<file path="config.mk">
export PLATFORM = sky130hd
export DESIGN_NAME = move_collector_flat
export DESIGN_NICKNAME = d
export VERILOG_FILES = /design/src/rtl/move_collector_if.sv /design/src/rtl/move_collector.sv /design/src/flat_wrapper.sv
export SDC_FILE = /design/constraint.sdc
export NUM_CORES = 1
export LEC_CHECK = 0
export BUFFER_PORTS_ARGS = -buffer_cell sky130_fd_sc_hd__buf_4
export CAP_MARGIN = 20
export CORE_AREA = 2 2 411 413
export DETAILED_ROUTE_END_ITERATION = 6
export DIE_AREA = 0 0 413 415
export MAX_ROUTING_LAYER = met4
export SLEW_MARGIN = 40
export SYNTH_ARGS = -nofsm -noshare
export SYNTH_HDL_FRONTEND = slang
export SYNTH_SLANG_ARGS = --single-unit
</file>
<file path="constraint.sdc">
create_clock -name clk -period 70.7 [get_ports clk]
set_input_delay 14.14 -clock clk [delete_from_list [all_inputs] [get_ports clk]]
set_output_delay 14.14 -clock clk [all_outputs]
set_load 0.05 [all_outputs]
</file>
<file path="src/rtl/move_collector_if.sv">
// rtl/move_collector_if.sv - move word output stream between collector and consumer
interface move_collector_if;
  logic [31:0] move_out;
  logic        move_valid;
  logic        move_ready;

  modport master (output move_out, output move_valid, input move_ready);
  modport slave  (input move_out, input move_valid, output move_ready);
endinterface

</file>
<file path="src/rtl/move_collector.sv">
// rtl/move_collector.sv - snapshot scan of per-square move words into an output FIFO
// Optional MOVE_COLLECTOR_CAPTURE_FIRST_EN: two passes, capture moves ([29:24] != 0) first.
module move_collector #(
  parameter int NUM_SQUARES = 2,
  parameter int FIFO_DEPTH  = 8
) (
  input  logic                                   clk,
  input  logic                                   clear,
  input  logic                                   enable,
  input  logic                                   start,
  input  logic [NUM_SQUARES*512-1:0]             moves_in,
  output logic                                   busy,
  output logic                                   done,
  output logic [$clog2(NUM_SQUARES*16+1)-1:0]    move_count,
  move_collector_if.master                       mv
);
  localparam int NW = NUM_SQUARES * 16;
  localparam int CW = $clog2(NW + 1);
  localparam int PW = $clog2(FIFO_DEPTH);
  localparam int OW = $clog2(FIFO_DEPTH + 1);

  typedef enum logic [1:0] {S_IDLE, S_SCAN, S_DONE} state_t;

  state_t                     state_q, state_d;
  logic [NUM_SQUARES*512-1:0] snap_q;
  logic [CW-1:0]              idx_q, idx_d;
  logic [CW-1:0]              count_q, count_d;
  logic [31:0]                mem [FIFO_DEPTH];
  logic [PW-1:0]              wr_ptr_q, rd_ptr_q;
  logic [OW-1:0]              occ_q;
  logic [31:0]                word;
  logic                       want, full, push, pop, snap_load, last;
`ifdef MOVE_COLLECTOR_CAPTURE_FIRST_EN
  logic                       pass_q, pass_d;
`endif

  assign word = snap_q[idx_q*32 +: 32];
  assign last = (idx_q == CW'(NW - 1));
  assign full = (occ_q == OW'(FIFO_DEPTH));
  assign pop  = (occ_q != '0) && mv.move_ready;

`ifdef MOVE_COLLECTOR_CAPTURE_FIRST_EN
  // Pass 0 takes captures only, pass 1 the quiet moves.
  assign want = (word != 32'h0) && ((word[29:24] != 6'h0) ^ pass_q);
`else
  assign want = (word != 32'h0);
`endif

  always_comb begin
    state_d   = state_q;
    idx_d     = idx_q;
    count_d   = count_q;
    push      = 1'b0;
    snap_load = 1'b0;
`ifdef MOVE_COLLECTOR_CAPTURE_FIRST_EN
    pass_d    = pass_q;
`endif
    case (state_q)
      S_IDLE: begin
        if (start && enable) begin
          state_d   = S_SCAN;
          idx_d     = '0;
          count_d   = '0;
          snap_load = 1'b1;
`ifdef MOVE_COLLECTOR_CAPTURE_FIRST_EN
          pass_d    = 1'b0;
`endif
        end
      end
      S_SCAN: begin
        // A wanted word with the FIFO full holds the index until space frees.
        if (enable && !(want && full)) begin
          push = want;
          if (want) count_d = count_q + CW'(1);
          if (!last) begin
            idx_d = idx_q + CW'(1);
          end else begin
`ifdef MOVE_COLLECTOR_CAPTURE_FIRST_EN
            if (!pass_q) begin
              pass_d = 1'b1;
              idx_d  = '0;
            end else begin
              state_d = S_DONE;
            end
`else
            state_d = S_DONE;
`endif
          end
        end
      end
      S_DONE:  state_d = S_IDLE;
      default: state_d = S_IDLE;
    endcase
  end

  always_ff @(posedge clk) begin
    if (clear) begin
      state_q  <= S_IDLE;
      idx_q    <= '0;
      count_q  <= '0;
      wr_ptr_q <= '0;
      rd_ptr_q <= '0;
      occ_q    <= '0;
`ifdef MOVE_COLLECTOR_CAPTURE_FIRST_EN
      pass_q   <= 1'b0;
`endif
    end else begin
      state_q  <= state_d;
      idx_q    <= idx_d;
      count_q  <= count_d;
      wr_ptr_q <= wr_ptr_q + PW'(push);
      rd_ptr_q <= rd_ptr_q + PW'(pop);
      occ_q    <= occ_q + OW'(push) - OW'(pop);
`ifdef MOVE_COLLECTOR_CAPTURE_FIRST_EN
      pass_q   <= pass_d;
`endif
    end
  end

  always_ff @(posedge clk) begin
    if (snap_load && !clear) snap_q <= moves_in;
    if (push) mem[wr_ptr_q] <= word;
  end

  assign busy          = (state_q != S_IDLE);
  assign done          = (state_q == S_DONE);
  assign move_count    = count_q;
  assign mv.move_valid = (occ_q != '0);
  assign mv.move_out   = (occ_q != '0) ? mem[rd_ptr_q] : 32'h0;
endmodule

</file>
<file path="src/flat_wrapper.sv">
// flat-port wrapper written by rule: the top's interface ports become plain ports
module move_collector_flat 
#(
  parameter int NUM_SQUARES = 2,
  parameter int FIFO_DEPTH  = 8
)
  (clk, clear, enable, start, moves_in, busy, done, move_count, mv_move_out, mv_move_valid, mv_move_ready);
  move_collector_if mv_i ();
  input  logic clk;
  input  logic clear;
  input  logic enable;
  input  logic start;
  input  logic [NUM_SQUARES*512-1:0] moves_in;
  output logic busy;
  output logic done;
  output logic [$clog2(NUM_SQUARES*16+1)-1:0] move_count;
  output wire logic [$bits(mv_i.move_out)-1:0] mv_move_out;
  output wire logic [$bits(mv_i.move_valid)-1:0] mv_move_valid;
  input wire logic [$bits(mv_i.move_ready)-1:0] mv_move_ready;
  assign mv_move_out = mv_i.move_out;
  assign mv_move_valid = mv_i.move_valid;
  assign mv_i.move_ready = mv_move_ready;
  move_collector #(.NUM_SQUARES(NUM_SQUARES), .FIFO_DEPTH(FIFO_DEPTH)) u_core (.clk(clk), .clear(clear), .enable(enable), .start(start), .moves_in(moves_in), .busy(busy), .done(done), .move_count(move_count), .mv(mv_i));
endmodule
</file>
==> results summary, run 1 <==
The die span in x is 413 um. The number of buffers inserted by post-CTS setup repair is 0. The total area inside the core boundary comes to 0.1667 mm^2. Clock-pin slew was measured on the worst setup and hold paths at 0.06 ns. The headroom to the max-slew limit came out at 37.53%. The average wire length per cell after detail routing came out at 30.95 um. Prior to clock tree synthesis, the placed netlist has a worst setup slack of 51.28 ns. Among all flip-flop cells after synthesis, the most frequent one is edfxtp_1. The clock latency on the worst-skew pair came out at 0.80 ns. The HPWL after detailed placement is ~130000 um. The average cell area after synthesis came out at 22.41 um^2.

The launch point of the critical path is enable. The worst setup slack for register-to-register paths came out at 63.92 ns. The required arrival time at the worst endpoint is between 70 and 80 ns. Subtracting the final worst setup slack from the clock period gives 18.35 ns. The number of global-route vias before repair is 29240. By startpoint and endpoint, the worst setup path is classified as in2reg. The worst register-to-register path ends at u_core.occ_q[2]$_SDFF_PP0_. The final weighted congestion in routability-driven placement is 0.8595. The buffer depth of the longest clock path came out at 3. For the worst setup path, the data arrival time is 18.78 ns. The slew at the pin closest to its max-slew limit is 0.9111 ns. STA classifies the critical path endpoint as a flip-flop.

The sum of overflow across all layers after global routing came out at 0. The worst setup path is launched from a primary input. The TritonCTS sink count came out at 1304. Setup repair after global routing left no endpoint under its margin.

The portion of the clock cycle consumed by the worst path in the final layout came out at 25.96%. The worst-case IR drop observed on VDD is around 0.025 mV. The number of nets in the finished design came out at 4457. Dividing the detail-routed via count by the number of cells gives 4.867.

Entering global routing, the biggest net connects 99 pins. The first detailed-routing pass ran for 7 iterations. The total of endpoints with negative setup slack in the final report is 0. The final design utilization is between 30 and 40%.

The number of primary I/O pins came out at 1070. The startpoint identified for the worst register-to-register timing path is u_core.idx_q[1]$_SDFFE_PP0P_. The path class of the tightest hold or removal check is reg2reg. The critical path goes through buf_4 > nand3_1 > nor2_4 > buf_4 > buf_6 > buf_6 > buf_6 > buf_6 > buf_6. The number of failing hold endpoints at the final stage is 0.

The final-layout fill cell count is 15060. The number of cell rows is 150. The area growth from synthesis to final layout is 30.78%. The leakage power of the design came out at approximately 23 nW. Once the floorplan was initialized, standard cells occupied 30.27% of the core.

The final worst slack came out at 52.35 ns. The number of antenna violations at the first check in global routing came to between 50 and 60. The peak clock frequency supported by timing is 54.49 MHz. The count of unresolved DRC violations after routing came out at 0. Synthesis inferred 1304 register bits. The depth of the worst register-to-register path is 14. The warning count from the yosys run came out at 0.

The share of layout cells above drive strength 1 came out at 48.23%. The remaining antenna violation count came out at 0. The count of buffers from port buffering is roughly 1100. On the critical path, the stage with the largest delay is an instance of buf_6. The level count of the clock H-tree came out at 4. The number of clock buffers added by TritonCTS is 145. Counting every net in the synthesized netlist gives 3293.

The run finished with clean final reports. The proportion of synthesized chip area in sequential cells came out at around 77%. The worst hold path cell count came out at 1. The path with the worst hold slack has its endpoint at u_core.move_count[2]$_SDFFE_PP0P_. The final setup TNS came out at 0 ns.

The tree is rooted in a clkbuf_16. The worst clock skew on the final layout came out at 0.02715 ns. The area of the die is 0.1714 mm^2. The fraction of synthesis flops using an asynchronous set or reset pin came out at 0%.

In this run the worst path has a maximum fanout of 86. The number of maximum-capacitance constraint violations is 0. In this run the vertical extent of the chip is 415 um. The final wirelength is 178500 um.

In the global route stage, overall resource usage came out at 21.05%. The count of vias placed by the detailed router is about 28000. The wire length of the first global-routing pass came out at between 200000 and 250000 um. The count of pins over their slew limit is 0. The netlist area before placement is 0.05046 mm^2. The most common cell after layout, fill and taps aside is edfxtp_1.

The count of cells resized by post-cts repair is 0. Leaving out fill and tap cells, the most frequent cells in the layout are edfxtp_1, buf_4, mux4_2. Yosys mapped the design onto 67 distinct sky130hd cell types.

The most numerous cell type found on the critical path is buf_6. The number of flops mapped to enable cells by yosys came out at 1280. TritonCTS built the clock tree. The synthesized netlist cell count came out at 2251. The worst hold path begins at u_core.move_count[2]$_SDFFE_PP0P_. The power density of the placed cells came out at 28.05 mW/mm^2. The highest cell delay on the worst timing path is about 0.70 ns.

The number of design-rule violations left by the first detailed-router iteration is a little over 3000. The number of hold buffers added after CTS was 0. The design draws 0.001851 W.
==> report_power, final <==
| group | internal [W] | leakage (nW) | switching (W) |
|---|---|---|---|
| combinational | 0.0000970 | 8.58 | 0.000130 |
| sequential | 0.000873 | 11.9 | 0.00000932 |
| clock | 0.000421 | 2.26 | 0.000321 |
==> worst max path at each step <==
stage	endpoint	slack, ns	cells after the start
after detailed placement	u_core.snap_q[393]$_DFFE_PP_	51.28	9
final	u_core.snap_q[457]$_DFFE_PP_	52.35	9
after CTS	u_core.snap_q[1003]$_DFFE_PP_	52.21	9
after global routing	u_core.snap_q[710]$_DFFE_PP_	52.03	9
after floorplan	u_core.snap_q[0]$_DFFE_PP_	11.33	3
after global placement	u_core.snap_q[573]$_DFFE_PP_	50.04	9
==> cells in the mapped netlist, types with 16 or more instances <==
library cell | n | area share (%)
nand2_1 | 58 | 0.43
mux2i_1 | 106 | 2.1
a22oi_1 | 23 | 0.34
buf_6 | 16 | 0.36
clkbuf_1 | 39 | 0.29
buf_2 | 20 | 0.20
buf_4 | 20 | 0.30
edfxtp_1 | 1280 | 76
inv_1 | 19 | 0.14
a21oi_1 | 27 | 0.27
dfxtp_1 | 24 | 0.95
a221oi_1 | 23 | 0.40
nor2_1 | 57 | 0.42
mux4_2 | 303 | 14
==> final cells by class <==
cell class	instances	area (um^2)	area share, %
Antenna cell	35	87.58	0.1327
Clock buffer	170	3786	5.738
Clock inverter	91	854.6	1.295
Inverter	21	81.33	0.1232
Multi-Input combinational cell	806	10810	16.39
Sequential cell	1304	38940	59.02
Tap cell	2204	2758	4.179
Timing Repair Buffer	1137	8663	13.13
==> cell families (layout without fill, tap and decap cells) <==
family	Yosys count	after routing	share of synthesized area [%]
AOI/OAI and AO/OA	161	161	2.400
xor gates and xnor gates	4	4	0.06943
adders and majority gates	13	13	0.3372
buffers and inverters	141	1419	1.768
DFF	1304	1304	77.13
muxes	424	424	16.29
other	0	35	0
and+or+nand+nor	204	204	2.004
==> worst max-delay path, delay by kind of cell <==
family	cells	cell delay, ns
buf+inv	7	3.78
simple gates	2	0.57
==> through the flow <==
stage / hold slack, ns / std cells / area (um^2)
finish: 0.5497 / 5768 / 65990
global route: 0.5725 / 5763 / 65980
CTS: 0.5500 / 5732 / 65830
detailed placement: 0.5437 / 5471 / 61190
global placement: 0.5308 / 5465 / 61030
floorplan: 0.5420 / 2251 / 50460
==> routing by layer <==
metal  vias up  share of wire, %  global-route usage, %
met2      1294                51                  34.40
met5         -                 0                      -
li1      11930                 -                      -
met1     14660                40                  26.25
met3       198               7.9                  5.229
met4         0               1.6                  5.048
==> registers in the layout, summed over array words and instances, names as in the netlist <==
| signal | flops |
|---|---|
| u_core.move_count | 6 |
| u_core.idx_q | 6 |
| u_core.wr_ptr_q | 3 |
| u_core.snap_q | 1024 |
| u_core.state_q | 2 |
| u_core.mem | 256 |
| u_core.rd_ptr_q | 3 |
| u_core.occ_q | 4 |
Note: power is estimated with default switching activity, not from simulation.
==> run 2, diff against run 1 <==
--- a/config.mk
+++ b/config.mk
@@ -5,11 +5,12 @@
 export SDC_FILE = /design/constraint.sdc
 export NUM_CORES = 1
 export LEC_CHECK = 0
+export ABC_AREA = 1
 export BUFFER_PORTS_ARGS = -buffer_cell sky130_fd_sc_hd__buf_4
 export CAP_MARGIN = 20
-export CORE_AREA = 2 2 411 413
+export CORE_AREA = 2 2 418 420
 export DETAILED_ROUTE_END_ITERATION = 6
-export DIE_AREA = 0 0 413 415
+export DIE_AREA = 0 0 420 422
 export MAX_ROUTING_LAYER = met4
 export SLEW_MARGIN = 40
 export SYNTH_ARGS = -nofsm -noshare
==> constraint.sdc (replaced) <==
create_clock -name clk -period 18.9 [get_ports clk]
set_input_delay 3.78 -clock clk [delete_from_list [all_inputs] [get_ports clk]]
set_output_delay 3.78 -clock clk [all_outputs]
set_load 0.05 [all_outputs]
==> run 2 against run 1 <==
Net effect: flip-flop and latch count unchanged; synthesized cell count rose by 94%; worst setup slack got worse by 41 ns; combinational power rose to 9.9 times the previous value; clock-buffer cell count is 2 lower; critical path type is now reg2out; critical endpoint is now mv_move_out[8].
==> results summary, run 2 <==
The final setup TNS is 0 ns (unchanged). The number of failing hold endpoints at the final stage came out at 0 (unchanged). The portion of the clock cycle consumed by the worst path in the final layout came out at 38.20%. The compound-cell area share of the yosys netlist came out at 2.566% (was 2.400%). The initial standard-cell utilization of the core was 30.33% (was 30.27%). The power density of the placed cells came to 126.2 mW/mm^2 (was 28.05 mW/mm^2). The area growth from synthesis to final layout is 28.77% (was 30.78%). The cts-stage hold buffer count is 0 (unchanged). The vias per cell came out at 4.883 (was 4.867).

The proportion of synthesized chip area in sequential cells is 74.24% (was 77.13%). The area of the die is 0.1772 mm^2 (was 0.1714 mm^2). The number of primary I/O pins is 1070 (unchanged).

The startpoint type of the worst setup path is a flip-flop (was primary input). The largest area contributor in the synthesized netlist was edfxtp_1 (unchanged). The switching portion of total power came out at 34.53% (was 24.87%). The number of buffers inserted by post-CTS setup repair is 0 (unchanged).

Post-synth top cells: nand2_1, edfxtp_1, nand3_1 (was edfxtp_1, mux4_2, mux2i_1). The flip-flop count of the largest register, all copies and words added came to 1024 (unchanged). The sum of overflow across all layers after global routing was 0 (unchanged). The number of global-route vias before repair came out at 36880 (was 29240). The dominant synthesized flop cell was edfxtp_1 (unchanged). The number of antenna violations at the first check in global routing is 78 (was 58).

The buffer depth of the longest clock path is 3 (unchanged). The average wire length per cell after detail routing is 25.79 um (was 30.95 um). The final weighted congestion in routability-driven placement came out at 0.9292 (was 0.8595).

The worst clock skew on the final layout is 0.04731 ns (was 0.02715 ns). The number of maximum-capacitance constraint violations came out at 0 (unchanged). The total global-route track usage is 22.91% (was 21.05%). The number of buffers added by the clock tree synthesis step came out at 144 (was 145). The kind of critical path is reg2out (was in2reg). The final worst hold slack came to 0.5443 ns (was 0.5497 ns).

The final design utilization is 39.05% (was 39.59%). The required arrival time at the worst endpoint was 15.12 ns (was 71.13 ns). The fraction of synthesis flops using an asynchronous set or reset pin came out at 0% (unchanged). The number of cell rows is 153 (was 150).

The headroom to the max-slew limit came to 35.37% (was 37.53%). The count of pins over their slew limit came to 0 (unchanged). The power share of the combinational group is 26.3% (was 12.3%). The count of buffers from port buffering is 1069 (unchanged).

The largest net degree at the start of global routing came out at 170 (was 99). Largest registers ranked by flip-flop count: u_core.snap_q x1024, u_core.mem x256 (unchanged). The critical-path maximum fanout came out at 112 (was 86). The detailed-router iteration count before antenna repair is 6 (was 7). The worst setup slack for register-to-register paths came out at 11.94 ns (was 63.92 ns).

The peak clock frequency supported by timing came out at 138.5 MHz. The share of the synthesized netlist area taken by xor and xnor gates came out at 0.05012% (was 0.06943%). The overall power is 0.008520 W (was 0.001851 W).

The floorplan die height came out at 422 um (was 415 um). Ranking of synthesized cells by area: edfxtp_1, nand2_1, nand3_1 (was edfxtp_1, mux4_2, mux2i_1). RSZ-0062 raised after global routing: no (unchanged). The synthesized-area fraction occupied by adder cells came out at 0.3246% (was 0.3373%).

The wire length of the first global-routing pass came out at 276600 um (was 237400 um). Outcome: completed (unchanged). The warning count from the yosys run is 0 (unchanged). The synthesized netlist cell count is 4373 (was 2251). The count of unresolved DRC violations after routing came to 0 (unchanged).

Commonest non-fill, non-tap cells in the layout: nand2_1, edfxtp_1, buf_4 (was edfxtp_1, buf_4, mux4_2). The leakage power of the design came out at 25.80 nW (was 22.72 nW). The area fraction of the dominant cell type after synthesis came out at 73.32% (was 76.18%). The die span in x came to 420 um (was 413 um). The class of the tightest hold or removal check is reg2reg (unchanged).

The dominant cell by count in the synthesized netlist is nand2_1 (was edfxtp_1). The share of layout cells above drive strength 1 is 24.85% (was 48.23%). The area share of and/or/nand/nor cells after synthesis came out at 19.78% (was 2.004%). The number of nets in the finished design came out at 6411 (was 4457). The final-layout fill cell count was 16500 (was 15060). The count of cells resized by post-cts repair came out at 0 (unchanged). The routed design could run at a clock period as short as 7.220 ns. The number of flops mapped to enable cells by yosys came out at 1280 (unchanged). The combinational family with the most area after synthesis is simple AND/OR/NAND/NOR gates (was multiplexers). The maximum VDD drop came out at 0.09415 mV (was 0.02470 mV). The average cell area after synthesis was 11.99 um^2 (was 22.41 um^2). The total of endpoints with negative setup slack in the final report is 0 (unchanged). The level count of the clock H-tree is 4 (unchanged). The HPWL after detailed placement is 144200 um (was 132600 um). The arrival time of the worst setup path came to 3.44 ns (was 18.78 ns). The number of design-rule violations left by the first detailed-router iteration is 4281 (was 3062). The root buffer selected by CTS is clkbuf_16 (unchanged). The clock share of power is 32.5% (was 40.1%). The number of synthesized register bits came out at 1304 (unchanged). The post-synthesis net count came to 5415 (was 3293). The clock latency on the worst-skew pair came to 0.82 ns (was 0.80 ns). The clock edge transition at the registers on the reported setup and hold paths is 0.06 ns (about the same). The count of different cell masters after synthesis came out at 33 (was 67).

The clock tree from TritonCTS is done (unchanged). The slew at the pin closest to its max-slew limit came out at 0.9694 ns (was 0.9111 ns). The element type at the critical path end is an output pin (was flip-flop).

The register containing the most flip-flops in the final layout is u_core.snap_q (unchanged). The reported net switching power is 0.002942 W (was 0.0004603 W). The part of the total power dissipated in sequential elements is 41.2% (was 47.7%). The most common cell after layout, fill and taps aside is nand2_1 (was edfxtp_1).

The multiplexer area fraction after synthesis is 0% (was 16.29%). The netlist area before placement came out at 0.05242 mm^2 (was 0.05046 mm^2). The internal power summed over all cells is 0.005578 W (was 0.001390 W). The final wirelength came out at 203200 um (was 178500 um). The count of vias placed by the detailed router came out at 38480 (was 28070). The remaining antenna violation count is 0 (unchanged). The TritonCTS sink count came out at 1304 (unchanged). The core outline area came out at 0.1729 mm^2 (was 0.1667 mm^2).
[run 2: cell types whose count changed after synthesis, sizes merged, moves of 20 or more]
cell    delta
nand2   +1272
nand3    +854
mux4     -314
nor2     +195
o21ai    +164
buf      +117
mux2i    -106
inv       +40
clkbuf    +39
a31oi     +29
o22ai     +26
a221oi    -23
a22oi     -22
a21oi     -20
[run 2: through the flow]
step | cells | worst slack, ns | instance area [um^2]
floorplan | 4373 | -0.6701 | 52450
global placement | 7543 | 11.19 | 62550
detailed placement | 7544 | 11.25 | 62620
CTS | 7805 | 11.21 | 67220
global route | 7876 | 11.41 | 67500
finish | 7879 | 11.68 | 67500
[run 2: critical path, stage by stage, from the launching register on]
cell and delay [ns]:
dfxtp_4 0.48, inv_2 0.30, buf_6 0.61, o21ai_0 0.19, o22ai_1 0.16, o21ai_0 0.09
a31oi_1 0.43, buf_4 0.29
[run 2: layer usage]
layer | vias to the layer above | part of all wire, % | track usage [%]
met5 | - | 0 | -
met4 | 0 | 3.4 | 9.418
met3 | 329 | 7.7 | 4.851
met2 | 1862 | 50 | 36.77
met1 | 18750 | 39 | 28.00
li1 | 17540 | - | -
[run 2: kinds of logic after synthesis]
| kind of cell | count (synthesis) |
|---|---|
| flops | 1304 |
| fa+ha+maj | 13 |
| buf+inv | 341 |
| xor+xnor | 3 |
| simple gates | 2461 |
| compound gates | 251 |
[run 2: power by group through the flow]
stage	logic [W]	registers (W)	clock network, W
after CTS	0.00227	0.00351	0.00281
after detailed placement	0.00226	0.00357	0
after floorplan	0.00126	0.00357	0
final	0.00224	0.00351	0.00277
after global routing	0.00244	0.00352	0.00292
after global placement	0.00225	0.00357	0
[run 2: cell type report]
| cell class | instances | area, um^2 | share of cell area [%] |
|---|---|---|---|
| inverter | 65 | 271.5 | 0.4022 |
| multi-input combinational | 2728 | 11980 | 17.74 |
| clock buffer | 168 | 3715 | 5.503 |
| clock inverter | 93 | 884.6 | 1.310 |
| antenna | 70 | 175.2 | 0.2595 |
| timing repair buffer | 1126 | 8633 | 12.79 |
| tap | 2325 | 2909 | 4.309 |
| sequential | 1304 | 38940 | 57.68 |
[run 2: worst paths after layout]
kind                                       from                            end  depth (start not counted)
setup reg to reg   u_core.idx_q[0]$_SDFFE_PP0P_     u_core.mem[4][1]$_DFFE_PP_                         20
setup / recovery  u_core.rd_ptr_q[0]$_SDFF_PP0_                 mv_move_out[8]                          7
hold reg to reg   u_core.rd_ptr_q[2]$_SDFF_PP0_  u_core.rd_ptr_q[2]$_SDFF_PP0_                          2
hold / removal    u_core.rd_ptr_q[2]$_SDFF_PP0_  u_core.rd_ptr_q[2]$_SDFF_PP0_                          2
